[src/rtl/window_comp_pkg.sv]
// Shared definitions for the window computation actor: CFDF mode codes,
// level-1 invoke FSM state codes and a width helper.
package window_comp_pkg;

  localparam logic [1:0] SETUP_COMP = 2'b00;
  localparam logic [1:0] COMP       = 2'b01;
  localparam logic [1:0] OUTPUT     = 2'b10;

  localparam logic [2:0] IDLE   = 3'd0;
  localparam logic [2:0] START  = 3'd1;
  localparam logic [2:0] WAIT   = 3'd2;
  localparam logic [2:0] UPDATE = 3'd3;
  localparam logic [2:0] END    = 3'd4;
  localparam logic [2:0] ERROR  = 3'd5;

  // Bits needed to hold 0..value-1, never less than one.
  function automatic int log2(input int value);
    int w;
    w = 0;
    for (int v = value - 1; v > 0; v = v >> 1) w++;
    return (w < 1) ? 1 : w;
  endfunction

  // CFDF mode sequence; the illegal code recovers to SETUP_COMP.
  function automatic logic [1:0] next_mode(input logic [1:0] mode);
    case (mode)
      SETUP_COMP: return COMP;
      COMP:       return OUTPUT;
      default:    return SETUP_COMP;
    endcase
  endfunction

endpackage

[src/rtl/window_comp_invoke_fsm1_firing_watchdog.sv]
// Counts cycles spent waiting for the level-2 FSM; expired flags the last
// allowed cycle of the wait.
module firing_watchdog
  import window_comp_pkg::*;
#(
  parameter int timeout = 64
) (
  input  logic clk,
  input  logic rst,
  input  logic i_clear,
  input  logic i_enable,
  output logic o_expired
);

  localparam int         W    = log2(timeout);
  localparam logic [W-1:0] LAST = W'(timeout - 1);

  logic [W-1:0] r_count;

  // NOTE: sequential state uses non-blocking assignments so every register
  // samples pre-edge values regardless of block ordering.
  always_ff @(posedge clk) begin
    if (rst || i_clear) r_count <= '0;
    else if (i_enable)  r_count <= r_count + 1'b1;
  end

  assign o_expired = i_enable && (r_count == LAST);

endmodule

[src/rtl/window_comp_invoke_fsm1.sv]
// Level-1 invoke controller: launches one level-2 firing per scheduler
// invoke, steps the CFDF mode, counts firings and flags a stalled firing.
module window_comp_invoke_fsm1
  import window_comp_pkg::*;
#(
  parameter int timeout     = 64,
  parameter int count_width = 16
) (
  input  logic                   clk,
  input  logic                   rst,
  input  logic                   invoke_in,
  input  logic                   done_in,
  output logic                   start_out,
  output logic [1:0]             mode_out,
  output logic                   busy_out,
  output logic                   invoke_done_out,
  output logic [count_width-1:0] fire_count_out,
  output logic                   error_out
);

  logic [2:0]             r_state;
  logic [2:0]             w_state_next;
  logic [1:0]             r_mode;
  logic [count_width-1:0] r_fire_count;
  logic                   w_expired;

  firing_watchdog #(.timeout(timeout)) u_watchdog (
    .clk       (clk),
    .rst       (rst),
    .i_clear   (r_state == START),
    .i_enable  (r_state == WAIT),
    .o_expired (w_expired)
  );

  // NOTE: next state defaults to the current state before the case so no
  // path leaves it unassigned, which would infer a latch.
  always_comb begin
    w_state_next = r_state;
    case (r_state)
      IDLE:    if (invoke_in) w_state_next = START;
      START:   w_state_next = WAIT;
      WAIT: begin
        // A done arriving on the expiry cycle still completes the firing.
        if (done_in)        w_state_next = UPDATE;
        else if (w_expired) w_state_next = ERROR;
      end
      UPDATE:  w_state_next = END;
      END:     w_state_next = IDLE;
      ERROR:   w_state_next = ERROR;
      default: w_state_next = IDLE;
    endcase
  end

  always_ff @(posedge clk) begin
    if (rst) begin
      r_state      <= IDLE;
      r_mode       <= SETUP_COMP;
      r_fire_count <= '0;
    end else begin
      r_state <= w_state_next;
      if (r_state == UPDATE) begin
        r_mode       <= next_mode(r_mode);
        r_fire_count <= r_fire_count + 1'b1;
      end
    end
  end

  assign start_out       = (r_state == START);
  assign busy_out        = (r_state != IDLE) && (r_state != ERROR);
  assign invoke_done_out = (r_state == END);
  assign error_out       = (r_state == ERROR);
  assign mode_out        = r_mode;
  assign fire_count_out  = r_fire_count;

endmodule

[config.mk]
export PLATFORM = sky130hd
export DESIGN_NAME = window_comp_invoke_fsm1
export DESIGN_NICKNAME = d
export VERILOG_FILES = /design/src/rtl/window_comp_pkg.sv /design/src/rtl/window_comp_invoke_fsm1_firing_watchdog.sv /design/src/rtl/window_comp_invoke_fsm1.sv
export SDC_FILE = /design/constraint.sdc
export NUM_CORES = 1
export LEC_CHECK = 0
export BUFFER_PORTS_ARGS = -buffer_cell sky130_fd_sc_hd__clkbuf_2
export CORE_MARGIN = 2
export CORE_UTILIZATION = 50
export DETAILED_ROUTE_END_ITERATION = 10
export MAX_ROUTING_LAYER = met4
export PLACE_DENSITY = 0.72
export SYNTH_ARGS = -nofsm -noshare
export SYNTH_HDL_FRONTEND = slang
export SYNTH_SLANG_ARGS = --single-unit
[constraint.sdc]
create_clock -name clk -period 4.9 [get_ports clk]
set_clock_uncertainty 0.15 [all_clocks]
set_input_delay 0.49 -clock clk [delete_from_list [all_inputs] [get_ports clk]]
set_output_delay 0.49 -clock clk [all_outputs]
set_load 0.005 [all_outputs]
Yosys cells after proc, flatten, opt, wreduce, memory -nomap -nowiden
Cells that the tools add are included.

storage, ports and cells
  logic and storage cells = 28
  input port bits = 4
  flip-flop bits (word level) = 27
  output and inout bits = 22

operators by class
  add/sub/neg operators = 2
  eq/ne operators = 10
  reductions and logical operators = 7
  multiplexer cells = 5

operator list
  operator                 count
  $add A16 B1 Y16 const B  1
  $pmux W3 S5              1
  $mux W3                  3
  $add A6 B1 Y6 const B    1
  $eq A3 B2 Y1 const B     2
  $eq A3 B3 Y1 const B     2
  $eq A6 B6 Y1 const B     1
  $ne A3 B3 Y1 const B     2
  $pmux W2 S2              1
  $eq A3 B1 Y1 const B     1
  $logic_not A3 Y1         1
  $reduce_bool A3 Y1       1
  $eq A2 B1 Y1 const B     1
  $logic_and A1 B1 Y1      2
  $logic_not A2 Y1         1
  $ne A2 B2 Y1 const B     1
  $reduce_and A2 Y1        1
  $logic_or A1 B1 Y1       1

Depth between registers and ports, before layout
Gate-level depths: netlist of run 1.

  depth after elaboration = 5
  gate-level depth with buffers = 5
  mapped depth without buffers = 5

Cells and area by module
Synthesis of run 1 repeated with hierarchy kept, for this count alone.

unflattened totals
  cell total of the unflattened synthesis = 147
  area total of the unflattened synthesis = 1283.7 µm²

modules (own cells, without submodules)
  module                   sequential area each (µm²)  cells an instance  instances  area an instance (µm²)
  window_comp_invoke_fsm1  420.4                       117                1          1013.5
  firing_watchdog          120.1                       30                 1          270.3

Least setup slack after synthesis of run 1
No wires, ideal clock.

  kind = register -> register
  start point = register r_fire_count[4] (netlist: fire_count_out[4])
  end point = register r_fire_count[15] (netlist: fire_count_out[15])
  slack = 3304 ps
  required time = 4629 ps
  library setup time = 121 ps
  clock period less this slack = 1596 ps
  stages on the path, launching flop included = 5
  arrival time = 1325 ps
  cells stage by stage = dfxtp_1 -> nand4_4 -> nor3_4 -> nand4_2 -> mux2_4

on the way
  word-level cells in the longest chain between the ends = 1

ends and longest elaborated chain
  element                 line                           RTL
  from (decl)             window_comp_invoke_fsm1.sv:24  logic [count_width-1:0] r_fire_count;
  from (signal assigned)  window_comp_invoke_fsm1.sv:63  r_fire_count <= r_fire_count + 1'b1;
  $add A16 B1 Y16         window_comp_invoke_fsm1.sv:63

Every way passes these cells.
A chain may end at the register's enable or synchronous reset.

Worst setup path in the final report of run 1
  start point = register r_state[2]
  end point = output port error_out

on the way
  word-level cells in the longest chain between the ends = 1

ends and longest elaborated chain
  element                 line                           RTL
  from (decl)             window_comp_invoke_fsm1.sv:21  logic [2:0] r_state;
  from (signal assigned)  window_comp_invoke_fsm1.sv:60  r_state <= w_state_next;
  $eq A3 B3 Y1            window_comp_invoke_fsm1.sv:71  assign error_out = (r_state == ERROR);
  to (decl)               window_comp_invoke_fsm1.sv:18  output logic error_out

Every way passes these cells.

==> flow_metrics.tcl, run 1 <==
set metrics [dict create \
    status "complete, no violations" \
    path_delay_family "flip-flops" \
    path_max_fanout 9 \
    grt_start_max_net_pins 25 \
    p_leak_uw 0.000674 \
    clk_pin_slew_ps 140 \
    hpwl_mm 1.74 \
    fin_nets 177 \
    whs_ps 336 \
    synth-main-ff-cell "dfxtp_1" \
    viasPerCell 5.19 \
    gr-total-overflow 0 \
    track_usage_pct 15.4 \
    grt_pass1_vias 874 \
    avgRoutedWirePerCell_um 11.7 \
    fmax_ghz 0.498 \
    rsz0062_at_grt "false" \
    async_flop_share_pct 0 \
    netlist_area_um2 1320 \
    synth_seq_cells 27 \
    antenna_left 0 \
    slew_viol_final 0 \
    yosysMostFrequentCell "dfxtp_1" \
    pwr-share-comb_pct 7.1 \
    power_density_nw_per_um2 236 \
    seq_power_share_pct 66.0 \
    hold_buffers 0 \
    initial_core_util_pct 53.1 \
    areaGrowthSynthToFinish_pct 11.8 \
    path_cells "nor2b_1 -> nand2_1 -> inv_1 -> clkbuf_2" \
    grt_pass1_wl_mm 3.77 \
    tns_ps 0 \
    seq_area_frac_synth_pct 41.1 \
    dr_total_vias 1038 \
    critical_path_buf_inv_count 2 \
    hp-class "in2reg" \
    cp_data_arrival_time_ps 1370 \
    die_x_um 55.3 \
    synthTopCellsByArea "dfxtp_1 (41%), nor2_1 (6.8%), xor2_1 (6.7%)" \
    placementRows 18 \
    clockBufferDepth 2 \
    cts_root_buf "clkbuf_4" \
    p_int_uw 266 \
    fin_crit_sh_pct 40.9 \
    gp_congestion 0.771 \
    routed_wirelength_mm 2.35 \
    p_clk_share_pct 26.9 \
    min_period_ps 2010 \
    clkLatencyLatePin_ps 310 \
    max_cap_viol_count 0 \
    start_kind "flip-flop" \
    pin_count 26 \
    cts_tree "built" \
    synth_nets 152 \
    synth.top_cell.area_share_pct 41.1 \
    h-tree-depth 1 \
    swShare_pct 23.6 \
    drcViolationCount 0 \
    io_buffers 25 \
    cp_slowest_cell "dfxtp_1" \
    slew_headroom_pct 68.1 \
    cts.repair.resized 0 \
    critPathCaptureType "output pin" \
    switchingPower_uw 82.0 \
    slowest_delay_ps 530 \
    antenna_found_initial 0 \
    syn_area_per_cell_um2 9.02 \
    netlist_top_cells_count "dfxtp_1 (27), nor2_1 (24), nand2_1 (10), xor2_1 (10), a21oi_1 (9)" \
    synth_cells 146 \
    post_cts_buffers 0 \
    drt-pass1-iter-count 4 \
    synth_edf_count 0 \
    yosysWarnings 0 \
    tightest_slew_ps 476 \
    coreArea_um2 2480 \
    dieArea_um2 3060 \
    die_h_um 55.3 \
    diodes 0 \
    dpl-instance-area_um2 1450 \
    cts_sinks 27 \
    fin_area_um2 1470 \
    setup-violations-final 0 \
    synth_area_leader_cell "dfxtp_1" \
    drt_iter0_drc 30 \
    numCtsBuffers 3 \
    ys_types 35 \
    layout-drive-gt1-share_pct 24.1 \
    critPathRequiredTime_ps 4260 \
    finalHoldViolations 0 \
    vdd_drop_max_uv 180 \
    critPathKind "reg2out" \
]
## metal layers
metal,up-vias,GRT usage [%],wire (um)
li1,545,-,-
met5,-,-,0
met4,0,5.23,12
met1,480,19.9,1170
met2,11,24.5,1110
met3,2,2.34,51
## power groups by stage
stage / clock (uW) / sequential [uW] / combinational, uW
after global routing: 106 / 230 / 27.3
after detailed placement: 0 / 235 / 24.7
after CTS: 99.4 / 230 / 25.0
after global placement: 0 / 234 / 24.2
after floorplan: 0 / 229 / 23.9
final: 93.7 / 230 / 24.5
## per-stage QoR
step | setup WS, ps | utilization, % | std cells | total power, uW
after floorplan | 3300 | - | 146 | 253
after global routing | 2810 | 59.4 | 200 | 364
after global placement | 3130 | 58.3 | 196 | 258
after detailed placement | 3070 | 58.3 | 196 | 259
final | 2890 | 59.4 | 200 | 348
after CTS | 2870 | 59.4 | 200 | 354
## cell usage in the layout (no fill, tap or decap), types with 3 or more instances in the layout
| master | instances |
|---|---|
| a21oi_1 | 9 |
| a31o_2 | 4 |
| clkbuf_2 | 25 |
| clkbuf_4 | 3 |
| dfxtp_1 | 27 |
| inv_1 | 6 |
| nand2_1 | 10 |
| nand2b_1 | 3 |
| nand3_1 | 4 |
| nand4_1 | 6 |
| nor2_1 | 24 |
| nor2b_1 | 4 |
| nor3_1 | 3 |
| xnor2_1 | 6 |
| xor2_1 | 10 |
## cell type report
type | instances | area [um2]
clock buffer | 4 | 26.3
multi-input combinational | 108 | 719
tap | 30 | 37.5
fill | 229 | 1010
sequential | 27 | 541
timing repair buffer | 25 | 125
inverter | 6 | 22.5
## flip-flops by register name, summed over array words and instances, names as in the netlist
register            count
fire_count_out         16
r_state                 3
u_watchdog.r_count      6
mode_out                2
## cells by family (layout without fill, tap and decap cells)
logic type | after synthesis | count (layout) | synth area share (%)
DFF | 27 | 27 | 41.1
muxes | 3 | 3 | 2.66
buffers and inverters | 11 | 35 | 4.28
xor gates and xnor gates | 16 | 16 | 10.6
adders and majority gates | 2 | 2 | 1.90
and+or+nand+nor | 70 | 70 | 31.3
AOI/OAI and AO/OA | 17 | 17 | 8.17
## final timing paths
kind,slack [ps],startpoint,depth (start not counted),end
max reg2reg,3050,r_state[0],4,fire_count_out[15]
min reg2reg,360,mode_out[1],2,mode_out[1]
max,2890,r_state[2],4,error_out
min,340,done_in,4,r_state[2]
## worst register-to-register path: stages, from the launching register on
cell and delay (ps):
dfxtp_1 580, and4b_1 360, and2_2 240, nand4_2 110
mux2_4 310
Note: power is estimated with default switching activity, not from simulation.
==> run 2, diff against run 1 <==
--- a/config.mk
+++ b/config.mk
@@ -5,12 +5,13 @@
 export SDC_FILE = /design/constraint.sdc
 export NUM_CORES = 1
 export LEC_CHECK = 0
+export ABC_AREA = 1
 export BUFFER_PORTS_ARGS = -buffer_cell sky130_fd_sc_hd__clkbuf_2
 export CORE_MARGIN = 2
-export CORE_UTILIZATION = 50
+export CORE_UTILIZATION = 49
 export DETAILED_ROUTE_END_ITERATION = 10
 export MAX_ROUTING_LAYER = met4
-export PLACE_DENSITY = 0.72
+export PLACE_DENSITY = 0.74
 export SYNTH_ARGS = -nofsm -noshare
 export SYNTH_HDL_FRONTEND = slang
 export SYNTH_SLANG_ARGS = --single-unit
==> constraint.sdc (replaced) <==
create_clock -name clk -period 1.8 [get_ports clk]
set_clock_uncertainty 0.15 [all_clocks]
set_input_delay 0.18 -clock clk [delete_from_list [all_inputs] [get_ports clk]]
set_output_delay 0.18 -clock clk [all_outputs]
set_load 0.005 [all_outputs]
==> flow_metrics.tcl, run 2 <==
set metrics [dict create \
    max_cap_viol_count 0 \
    initial_core_util_pct 51.0 \
    gp_congestion 0.851 \
    seq_area_frac_synth_pct 39.1 \
    netlist_area_um2 1380 \
    synth_cells 208 \
    finalHoldViolations 0 \
    antenna_found_initial 0 \
    path_depth 5 \
    diodes 0 \
    syn_area_per_cell_um2 6.64 \
    hold_buffers 2 \
    synth.top_cell.area_share_pct 39.1 \
    cts_root_buf "clkbuf_4" \
    critical_path_buf_inv_count 2 \
    clockBufferDepth 2 \
    fin_crit_sh_pct 88.3 \
    yosysMostFrequentCell "nand2_1" \
    dieArea_um2 3260 \
    cts_sinks 27 \
    viasPerCell 4.85 \
    slew_headroom_pct 78.2 \
    die_h_um 57.1 \
    die_x_um 57.1 \
    synth-main-ff-cell "dfxtp_1" \
    drt_iter0_drc 41 \
    grt_pass1_vias 1061 \
    cts_tree "built" \
    rsz0062_at_grt "false" \
    synth_nets 214 \
    antenna_left 0 \
    avgRoutedWirePerCell_um 9.96 \
    synthTopCellsByArea "dfxtp_1 (39%), nand2_1 (13%), nor2_1 (11%)" \
    synthAdderAreaFrac_pct 1.81 \
    p_leak_uw 0.000685 \
    slowest_delay_ps 450 \
    track_usage_pct 18.3 \
    path_delay_family "flip-flops" \
    critPathKind "reg2out" \
    pin_count 26 \
    dr_total_vias 1310 \
    clk_pin_slew_ps 140 \
    layout-drive-gt1-share_pct 15.9 \
    critPathRequiredTime_ps 1470 \
    drcViolationCount 0 \
    final_cell_mix "nand2_1 (47), nor2_1 (41), inv_1 (33)" \
    cp_data_arrival_time_ps 1260 \
    p_clk_share_pct 23.5 \
    grt_start_max_net_pins 15 \
    cp_slowest_cell "dfxtp_1" \
    synthMuxAreaShare_pct 0 \
    path_cells "inv_1 -> nand2_1 -> nand2_1 -> o21ai_0 -> clkbuf_2" \
    areaGrowthSynthToFinish_pct 14.5 \
    seq_power_share_pct 59.4 \
    post_cts_buffers 0 \
    synth_compound_area_share_pct 10.8 \
    switchingPower_uw 325 \
    gr-total-overflow 0 \
    dp.cells 264 \
    min_period_ps 1590 \
    fin_nets 246 \
    cts.repair.resized 0 \
    rr_worst_depth 7 \
    power_density_nw_per_um2 706 \
    fmax_ghz 0.629 \
    pwr-share-comb_pct 17.2 \
    synth_top_family_by_area "simple AND/OR/NAND/NOR gates" \
    ys_types 24 \
    synthSimpleGateAreaFrac_pct 36.0 \
    rrSetupSlack_ps 280 \
    hp-class "in2reg" \
    routed_wirelength_mm 2.69 \
    async_flop_share_pct 0 \
    synth_edf_count 0 \
    whs_path_depth 5 \
    tns_ps 0 \
    swShare_pct 29.1 \
    synth_xor_area_share_pct 1.27 \
    slew_viol_final 0 \
    p_int_uw 791 \
    placementRows 19 \
    vdd_drop_max_uv 560 \
    layout_commonest_cell "nand2_1" \
    largest_register_ffs 16 \
    status "complete, no violations" \
    worst_slack_ps 210 \
    setup-violations-final 0 \
    h-tree-depth 1 \
    clkLatencyLatePin_ps 320 \
    post-place-ws_ps 304 \
    io_buffers 25 \
    path_max_fanout 5 \
    coreArea_um2 2710 \
    yosysWarnings 0 \
    numCtsBuffers 3 \
    start_kind "flip-flop" \
    hpwl_mm 2.12 \
    utilization_pct 58.4 \
    synth_area_leader_cell "dfxtp_1" \
    crit_top_cell "nand2_1" \
    tightest_slew_ps 326 \
    synth_seq_cells 27 \
    whs_ps 59.9 \
    drt-pass1-iter-count 4 \
    final_cell_count_no_fill 270 \
    critPathCaptureType "output pin" \
    netlist_top_cells_count "nand2_1 (47), nor2_1 (41), inv_1 (33)" \
    grt_pass1_wl_mm 4.57 \
]
==> run 2: cell types whose count changed after synthesis, sizes merged, moves of 3 or more <==
| cell | delta |
|---|---|
| xor2 | -9 |
| xnor2 | -5 |
| and2 | -3 |
| nand2 | +39 |
| nand3 | +8 |
| a31o | -4 |
| and3 | -3 |
| inv | +28 |
| nor2b | -4 |
| o21ai | +10 |
| nand4 | -3 |
| nor2 | +21 |
| nand2b | -3 |
==> run 2: path summary, 6_finish.rpt <==
| check | start | endpoint |
|---|---|---|
| worst max register to register | r_state[2] | r_state[1] |
| worst min-delay path | done_in | r_state[1] |
| worst min register to register | u_watchdog.r_count[5] | u_watchdog.r_count[5] |
| worst max-delay path | r_state[1] | busy_out |
==> run 2: cell families after synthesis <==
kind of cell | Yosys count
AND/OR/NAND/NOR | 114
buffers and inverters | 36
AO/OA/AOI/OAI | 27
flip-flops | 27
XOR/XNOR | 2
adder cells (fa/ha/maj) | 2
==> run 2: final cells by class <==
class	instances	area, um2
Inverter	34	128
Timing Repair Buffer	29	160
Fill cell	292	1130
Tap cell	31	38.8
Sequential cell	27	541
Multi-Input combinational cell	145	688
Clock buffer	4	26.3
==> run 2: routing by layer <==
| layer | vias up | GRT usage (%) | part of all wire (%) |
|---|---|---|---|
| li1 | 715 | - | - |
| met1 | 572 | 23.5 | 49 |
| met2 | 21 | 29.6 | 46 |
| met3 | 2 | 4.76 | 4.1 |
| met4 | 0 | 3.32 | 0.45 |
| met5 | - | - | 0 |
==> run 2: worst reg2reg max path, stage by stage (launching register included) <==
cell,delay [ps]
dfxtp_1,520
nor2_1,70
nand2_1,210
inv_1,120
nand2_1,120
nor2_1,50
nor3_1,140
nor2_1,50
==> run 2: power by group through the flow <==
stage | logic, uW | clock network [uW] | registers (uW)
3_3_place_gp | 190 | 0 | 677
2_1_floorplan | 140 | 0 | 666
5_1_grt | 220 | 297 | 671
4_1_cts | 193 | 273 | 663
3_5_place_dp | 189 | 0 | 677
6_report | 192 | 262 | 663
==> run 2: through the flow <==
step	total power, uW	instance area (um2)
5_1_grt	1190	1580
3_3_place_gp	867	1540
2_1_floorplan	807	1380
6_report	1120	1580
3_5_place_dp	866	1540
4_1_cts	1130	1580
